<file path="config.mk">
export PLATFORM = sky130hd
export DESIGN_NAME = count_cmd_controller
export DESIGN_NICKNAME = d
export VERILOG_FILES = /design/src/rtl/count_cmd_controller.sv
export SDC_FILE = /design/constraint.sdc
export NUM_CORES = 1
export LEC_CHECK = 0
export BUFFER_PORTS_ARGS = -buffer_cell sky130_fd_sc_hd__buf_2
export CELL_PAD_IN_SITES_DETAIL_PLACEMENT = 1
export CELL_PAD_IN_SITES_GLOBAL_PLACEMENT = 2
export CORE_ASPECT_RATIO = 1.25
export CORE_MARGIN = 1.5
export CORE_UTILIZATION = 35
export CTS_BUF_LIST = sky130_fd_sc_hd__clkbuf_2
export CTS_CLUSTER_DIAMETER = 80
export DETAILED_ROUTE_END_ITERATION = 6
export HOLD_SLACK_MARGIN = 0.08
export MAX_ROUTING_LAYER = met4
export PLACE_DENSITY = 0.75
export SYNTH_ARGS = -nofsm -noshare
export SYNTH_HDL_FRONTEND = slang
export SYNTH_SLANG_ARGS = --single-unit
</file>
<file path="constraint.sdc">
create_clock -name sysclock -period 2.3 [get_ports sysclock]
set_input_delay 0 -clock sysclock [delete_from_list [all_inputs] [get_ports sysclock]]
set_output_delay 0 -clock sysclock [all_outputs]
set_load 0.05 [all_outputs]
</file>
<file path="src/rtl/count_cmd_controller.sv">
// Up/down button command controller: turns held button levels into one-cycle
// increment/decrement/clear commands for a BCD counter, with hold-then-repeat timing.
module count_cmd_controller #(
  parameter logic [15:0] HOLD_CYCLES   = 16'd50000,
  parameter logic [15:0] REPEAT_CYCLES = 16'd12500
) (
  input  logic       sysclock,
  input  logic       reset,
  input  logic       up_lvl,
  input  logic       down_lvl,
  input  logic       sat_en,
  input  logic       at_max,
  input  logic       at_min,
  output logic       inc_pulse,
  output logic       dec_pulse,
  output logic       clr_pulse,
  output logic [2:0] state,
  output logic       repeating
);

  typedef enum logic [2:0] {
    StIdle   = 3'd0,
    StUpHold = 3'd1,
    StUpRpt  = 3'd2,
    StDnHold = 3'd3,
    StDnRpt  = 3'd4,
    StBoth   = 3'd5
  } state_e;

  localparam logic [15:0] HoldLast   = HOLD_CYCLES - 16'd1;
  localparam logic [15:0] RepeatLast = REPEAT_CYCLES - 16'd1;

  state_e      state_q, state_d;
  logic [15:0] timer_q, timer_d;
  logic        inc_q, inc_d;
  logic        dec_q, dec_d;
  logic        clr_q, clr_d;
  logic        repeating_q, repeating_d;
  logic        inc_req, dec_req;

  always_comb begin
    state_d = state_q;
    timer_d = timer_q;
    inc_req = 1'b0;
    dec_req = 1'b0;
    clr_d   = 1'b0;

    case (state_q)
      StIdle: begin
        timer_d = '0;
        if (up_lvl && down_lvl) begin
          state_d = StBoth;
          clr_d   = 1'b1;
        end else if (up_lvl) begin
          state_d = StUpHold;
          inc_req = 1'b1;
        end else if (down_lvl) begin
          state_d = StDnHold;
          dec_req = 1'b1;
        end
      end

      // Opposite button wins over release and over any repeat due on the same edge.
      StUpHold, StUpRpt: begin
        if (down_lvl) begin
          state_d = StBoth;
          timer_d = '0;
          clr_d   = 1'b1;
        end else if (!up_lvl) begin
          state_d = StIdle;
          timer_d = '0;
        end else if ((state_q == StUpHold) && (timer_q == HoldLast)) begin
          state_d = StUpRpt;
          timer_d = '0;
          inc_req = 1'b1;
        end else if ((state_q == StUpRpt) && (timer_q == RepeatLast)) begin
          timer_d = '0;
          inc_req = 1'b1;
        end else begin
          timer_d = timer_q + 16'd1;
        end
      end

      StDnHold, StDnRpt: begin
        if (up_lvl) begin
          state_d = StBoth;
          timer_d = '0;
          clr_d   = 1'b1;
        end else if (!down_lvl) begin
          state_d = StIdle;
          timer_d = '0;
        end else if ((state_q == StDnHold) && (timer_q == HoldLast)) begin
          state_d = StDnRpt;
          timer_d = '0;
          dec_req = 1'b1;
        end else if ((state_q == StDnRpt) && (timer_q == RepeatLast)) begin
          timer_d = '0;
          dec_req = 1'b1;
        end else begin
          timer_d = timer_q + 16'd1;
        end
      end

      StBoth: begin
        timer_d = '0;
        if (!up_lvl && !down_lvl) begin
          state_d = StIdle;
        end
      end

      default: begin
        state_d = StIdle;
        timer_d = '0;
      end
    endcase

    // Saturation only masks the command; state and timer advance regardless.
    inc_d       = inc_req & ~(sat_en & at_max);
    dec_d       = dec_req & ~(sat_en & at_min);
    repeating_d = (state_d == StUpRpt) || (state_d == StDnRpt);
  end

  always_ff @(posedge sysclock or posedge reset) begin
    if (reset) begin
      state_q     <= StIdle;
      timer_q     <= '0;
      inc_q       <= 1'b0;
      dec_q       <= 1'b0;
      clr_q       <= 1'b0;
      repeating_q <= 1'b0;
    end else begin
      state_q     <= state_d;
      timer_q     <= timer_d;
      inc_q       <= inc_d;
      dec_q       <= dec_d;
      clr_q       <= clr_d;
      repeating_q <= repeating_d;
    end
  end

  assign state     = state_q;
  assign inc_pulse = inc_q;
  assign dec_pulse = dec_q;
  assign clr_pulse = clr_q;
  assign repeating = repeating_q;

endmodule

</file>
==> results of run 1 <==
## per-layer routing
metal / track usage, % / wire length, um / up-vias
met2: 32.1 / 1780 / 9
met4: 5.30 / 34 / 0
met5: - / 0 / -
met1: 20.4 / 1340 / 540
met3: 1.60 / 50 / 4
li1: - / - / 548
## sequential cells by signal, indices dropped and copies added, names as in the netlist
signal     cells
timer_q       16
state          3
clr_pulse      1
dec_pulse      1
inc_pulse      1
repeating      1
## synthesized netlist by cell type, drive strengths merged, types with 4 or more instances
library cell / count / area (sq um)
nor2: 22 / 113
inv: 7 / 26.3
a21oi: 8 / 40.0
nand2: 5 / 18.8
nand4: 5 / 46.3
nor4: 5 / 31.3
nor3: 8 / 40.0
xnor2: 13 / 114
nand3: 5 / 25.0
dfrtp: 23 / 576
buf: 4 / 35.0
## critical path: stages (launching register included)
cell and delay (ns):
dfrtp_1 0.45, ha_1 0.22, and3b_1 0.23, nand4_4 0.15, a221oi_1 0.26, dlygate4sd3_1 0.58
## final cells by class
type                       instances  area [sq um]
fill                             442          2200
multi-input combinational        105           732
sequential                        23           576
timing repair buffer              24           168
tap                               54          67.6
inverter                           7          26.3
clock buffer                       3          15.0
clock inverter                     1          5.00
## cells by family (layout without fill, tap and decap cells)
group / after synthesis / in the layout / synth area share [%]
fa+ha+maj: 1 / 1 / 0.906
flops: 23 / 23 / 41.7
compound gates: 22 / 22 / 11.2
simple gates: 66 / 66 / 30.6
xor+xnor: 14 / 14 / 8.89
buf+inv: 14 / 35 / 5.26
mux: 2 / 2 / 1.45
## power by group
part           switching, uW  internal [uW]  total [uW]  leakage, uW
logic                   95.3           55.3         151     0.000315
registers               25.4            417         443     0.000313
clock network            121           39.4         160    0.0000164
## cell usage in the layout (no fill, tap or decap), drive strengths merged, types with 2 or more instances in the layout
| cell | instances |
|---|---|
| nand2 | 5 |
| nand3 | 5 |
| mux2i | 2 |
| nand2b | 2 |
| inv | 7 |
| o21ai | 2 |
| nor2 | 22 |
| clkbuf | 3 |
| and4bb | 3 |
| o21a | 2 |
| xnor2 | 13 |
| dfrtp | 23 |
| a21oi | 8 |
| dlygate4sd3 | 8 |
| a221oi | 2 |
| nor4 | 5 |
| nor4b | 2 |
| buf | 16 |
| nor3 | 8 |
| nand4 | 5 |
| a211o | 3 |
## worst min-delay path by stage
stage          startpoint                   end
2_1_floorplan       reset   clr_pulse$_DFF_PP0_
3_3_place_gp       at_min   dec_pulse$_DFF_PP0_
3_5_place_dp       at_min   dec_pulse$_DFF_PP0_
4_1_cts            at_min   dec_pulse$_DFF_PP0_
5_1_grt            at_min   dec_pulse$_DFF_PP0_
6_report            reset  timer_q[7]$_DFF_PP0_
## stage by stage
stage | hold WS, ns | utilization, % | power, uW | area (sq um)
after floorplan | 0.00192 | - | 555 | 1380
after global placement | 0.206 | 39.3 | 587 | 1490
after detailed placement | 0.220 | 39.3 | 590 | 1490
after CTS | 0.350 | 42.0 | 769 | 1590
after global routing | 0.352 | 42.0 | 800 | 1590
final | 0.376 | 42.0 | 753 | 1590
==> results.toml, run 1 <==
[cells_and_area]
drive_gt1_share_pct = 21.5
nets = 172
syn_to_final_growth_pct = 15.1
antenna_cells = 0
fin_cells = 217

[critical_path]
required_ns = 2.59
regToRegSetupSlack_ns = 0.35
end_kind = "flop"
critical_path_arrival_ns = 2.23
rr_endpoint = "state[2]$_DFF_PP0_"
path_class = "reg -> reg"
r2r_cells = 5
crit_path_start_kind = "flop"
cp-endpoint = "state[2]$_DFF_PP0_"
crit_fanout = 8
r2r-start = "timer_q[0]$_DFF_PP0_"
critPathLaunch = "timer_q[0]$_DFF_PP0_"

[global_routing]
grt_max_degree = 24
grt_usage_pct = 17.7
first_global_vias = 1215
grt_pass1_wl_mm = 5.64
grt-ovfl-total = 0
antenna_found_initial = 0

[die]
dieHeight_um = 73.2
start_util_pct = 36.5
die-area_sq_mm = 0.00433
num_rows = 25
io_pins = 14
fp.dieW_um = 59.2
core_area_sq_mm = 0.00378

[sta]
hold_viol_final = 0
final-max-slew-violation-count = 0
finalSetupViolCount = 0
fmax_mhz = 513
slew_headroom_pct = 40.2
skew_ns = 0.00521
finalCriticalPeriod_ns = 1.95
rsz0062_at_grt = "no"
worst_slew_pin_slew_ns = 0.897
fin_ws_ns = 0.352
tns_ns = 0
timing.final.crit_share_pct = 84.7

[synth]
syn_area_per_cell_sq_um = 9.72
ys_ff_latch = 23
yosysSeqAreaShare_pct = 41.7
synthDistinctLibCells = 41
synth_area_sq_mm = 0.00138
synth-async-reset-ratio_pct = 100
yosysWarningCount = 0
syn_inst = 142
synth_edf_count = 0
synth_nets = 150
ys.flop_type = "dfrtp_1"

[cts]
cts.sinks = 23
clk_pin_slew_ns = 0.21
h-tree-depth = 1
clk-insertion-delay-late_ns = 0.33
postCtsSetupRepairBufs = 0
cts-root-buf = "clkbuf_2"
post_cts_resized = 0
cts_made_buffers = 3
cts_tree = "done"
clock_path_buffers = 2
hold_buffers = 8

[routing]
drtIter0Drc = 21
wl_per_cell_um = 14.8
drc = 0
drt_pass1_iterations = 4
vias = 1101
drtAntennaViolNets = 0
drt-total-wl_mm = 3.21
via_per_inst = 5.07

[worst_hold_path]
hold_class = "in -> async"

[run]
maxCapViolCount = 0

[status]
status = "complete, no violations"

[placed_design]
dpl.hpwl_mm = 2.42
dp_slack_ns = 0.416
numPlacedInstances = 205
place_congestion = 0.750
portBuffers = 13

[pwr]
ir_drop_uv = 375
p_leak_uw = 0.000645
powerDensity_mw_per_mm2 = 474
Power figures use the tool's default switching activity.
==> run 2, diff against run 1 <==
--- a/config.mk
+++ b/config.mk
@@ -5,6 +5,7 @@
 export SDC_FILE = /design/constraint.sdc
 export NUM_CORES = 1
 export LEC_CHECK = 0
+export ABC_AREA = 1
 export BUFFER_PORTS_ARGS = -buffer_cell sky130_fd_sc_hd__buf_2
 export CELL_PAD_IN_SITES_DETAIL_PLACEMENT = 1
 export CELL_PAD_IN_SITES_GLOBAL_PLACEMENT = 2
@@ -16,7 +17,7 @@
 export DETAILED_ROUTE_END_ITERATION = 6
 export HOLD_SLACK_MARGIN = 0.08
 export MAX_ROUTING_LAYER = met4
-export PLACE_DENSITY = 0.75
+export PLACE_DENSITY = 0.79
 export SYNTH_ARGS = -nofsm -noshare
 export SYNTH_HDL_FRONTEND = slang
 export SYNTH_SLANG_ARGS = --single-unit
==> constraint.sdc (replaced) <==
create_clock -name sysclock -period 1.9 [get_ports sysclock]
set_input_delay 0 -clock sysclock [delete_from_list [all_inputs] [get_ports sysclock]]
set_output_delay 0 -clock sysclock [all_outputs]
set_load 0.05 [all_outputs]
==> run 2 against run 1 <==
Maximum frequency up 12%. Utilization down 1.0 points. Largest cell class unchanged. Clock skew fell by 0.00061 ns. First-iteration DRC count is 86% higher.
==> results.toml, run 2 <==
[status]
status = "complete, no violations"

[synth]
yosys-top-cells-count = "35 x nand2_1, 32 x nor2_1, 23 x dfrtp_1"
ys_ff_latch = 23
syn_inst = 200
yosys.area.top_type = "dfrtp_1"
syn_area_per_cell_sq_um = 7.85
synth-async-reset-ratio_pct = 100
synth_nets = 208
synth.most_common_cell = "nand2_1"
netlist.area_leader.share_pct = 36.7
synth_area_sq_mm = 0.00157
yosysSeqAreaShare_pct = 36.7
synth_edf_count = 0
yosysWarningCount = 0
synthTopCellsByArea = "dfrtp_1 37%, nor2_4 8.6%, nand2_1 8.4%, nor2_1 7.6%, nand3_1 6.1%"
ys.flop_type = "dfrtp_1"
synthDistinctLibCells = 27

[worst_hold_path]
hold_class = "in -> async"

[placed_design]
portBuffers = 13
dpl.hpwl_mm = 3.21
place_congestion = 0.926
numPlacedInstances = 270

[global_routing]
grt_pass1_wl_mm = 6.68
grt-ovfl-total = 0
antenna_found_initial = 0
grt_usage_pct = 18.0
first_global_vias = 1420
grt_max_degree = 24

[critical_path]
critical_path_arrival_ns = 1.99
r2r-start = "timer_q[0]$_DFF_PP0_"
crit_fanout = 15
end_kind = "flop"
path_class = "reg -> reg"
crit_path_start_kind = "flop"
r2r_cells = 8
rr_endpoint = "timer_q[14]$_DFF_PP0_"
regToRegSetupSlack_ns = 0.16
required_ns = 2.14

[die]
num_rows = 27
io_pins = 14
core_area_sq_mm = 0.00436
dieHeight_um = 77.9
fp.dieW_um = 62.9
die-area_sq_mm = 0.00490
start_util_pct = 36.0

[cts]
cts_made_buffers = 3
clk-insertion-delay-late_ns = 0.33
h-tree-depth = 1
cts_tree = "done"
clk_pin_slew_ns = 0.22
cts-root-buf = "clkbuf_2"
cts.sinks = 23
clock_path_buffers = 2

[sta]
worst_slew_pin_slew_ns = 0.314
final-max-slew-violation-count = 0
fmax_mhz = 574
skew_ns = 0.00460
timing.final.crit_share_pct = 91.7
slew_headroom_pct = 78.9
finalCriticalPeriod_ns = 1.74
finalSetupViolCount = 0
hold_viol_final = 0

[pwr]
ir_drop_uv = 597
powerDensity_mw_per_mm2 = 845
total_power_uw = 1510
p_leak_uw = 0.000828

[routing]
drtAntennaViolNets = 0
vias = 1349
via_per_inst = 4.78
drtIter0Drc = 39
drc = 0
wl_per_cell_um = 13.9
drt_pass1_iterations = 4
drt-total-wl_mm = 3.93

[cells_and_area]
seq_area_sq_um = 576
antenna_cells = 0
regMostFlops = "timer_q"
drive_gt1_share_pct = 26.3
fillCellCount = 541
syn_to_final_growth_pct = 13.7
largest_reg_flops = 16
final_cell_mix = "35 x nand2_1, 32 x nor2_1, 23 x dfrtp_1, 20 x inv_1, 19 x nand3_1"
nets = 233
fin_cells = 282
multi_input_area_sq_um = 848
layout_commonest_cell = "nand2_1"

[run]
maxCapViolCount = 0
[run 2: cell types whose count changed in the layout (fill, tap and decap cells not counted), moves of 7 or more]
cell and change:
nor2_4 +11, nor3_1 -7, inv_2 +7, inv_1 +13, nand2_1 +30, nor2_1 +20, xnor2_1 -9, nand3_1 +14
[run 2: stage by stage]
step	TNS, ns	utilization [%]	cell area [sq um]	hold WS (ns)	setup slack (ns)
after floorplan	0	-	1570	0.00192	0.182
after global placement	0	38.7	1690	0.0444	0.209
after detailed placement	0	38.7	1690	0.0629	0.114
after CTS	0	40.8	1780	0.205	0.0771
after global routing	-0.00598	41.0	1790	0.245	-0.00598
final	0	41.0	1790	0.222	0.158
[run 2: cells by family after synthesis]
| family | Yosys count | share of synthesized area [%] |
|---|---|---|
| flops | 23 | 36.7 |
| compound gates | 9 | 3.03 |
| fa+ha+maj | 1 | 0.797 |
| buf+inv | 32 | 9.32 |
| simple gates | 124 | 44.1 |
| xor+xnor | 11 | 6.14 |
[run 2: how the worst max path moves through the flow]
stage,to,depth (start not counted),slack [ns],start
final,timer_q[14]$_DFF_PP0_,8,0.16,timer_q[0]$_DFF_PP0_
after global routing,timer_q[14]$_DFF_PP0_,8,-0.006,timer_q[0]$_DFF_PP0_
after CTS,timer_q[14]$_DFF_PP0_,8,0.08,timer_q[0]$_DFF_PP0_
after detailed placement,timer_q[14]$_DFF_PP0_,8,0.11,timer_q[0]$_DFF_PP0_
after global placement,timer_q[14]$_DFF_PP0_,8,0.21,timer_q[0]$_DFF_PP0_
after floorplan,timer_q[9]$_DFF_PP0_,10,0.18,state[2]$_DFF_PP0_
[run 2: report_power, final]
part	leakage (uW)	switching [uW]	internal, uW	total (uW)
Sequential	0.000314	56.3	546	602
Combinational	0.000497	514	189	703
Clock	0.0000166	148	55.7	204
[run 2: layer usage]
layer | vias up | global-route usage (%) | routed length (um)
met5 | - | - | 0
met4 | 0 | 6.44 | 82
met3 | 8 | 1.74 | 42
met2 | 15 | 33.4 | 2230
met1 | 650 | 19.8 | 1580
li1 | 676 | - | -
[run 2: worst max-delay path: stages (launching register included)]
cell and delay, ns:
dfrtp_1 0.42, ha_1 0.27, nand3_2 0.17, nor2_1 0.17
nand3_1 0.13, nand3_2 0.11, nand2_4 0.07, inv_6 0.21
nor2_1 0.09
[run 2: cell type report]
class | instances | share of cell area (%)
clock buffer | 4 | 1.12
inverter | 30 | 6.66
multi-input combinational | 145 | 47.5
sequential | 23 | 32.2
tap | 58 | 4.06
timing repair buffer | 22 | 8.41
[run 2: what timing repair did]
item                       in CTS  in global routing
hold endpoints to repair       29                  0
resized for setup               0                  0
setup endpoints to repair       0                 15
hold buffers                    7                  0
buffers inserted                0                  1
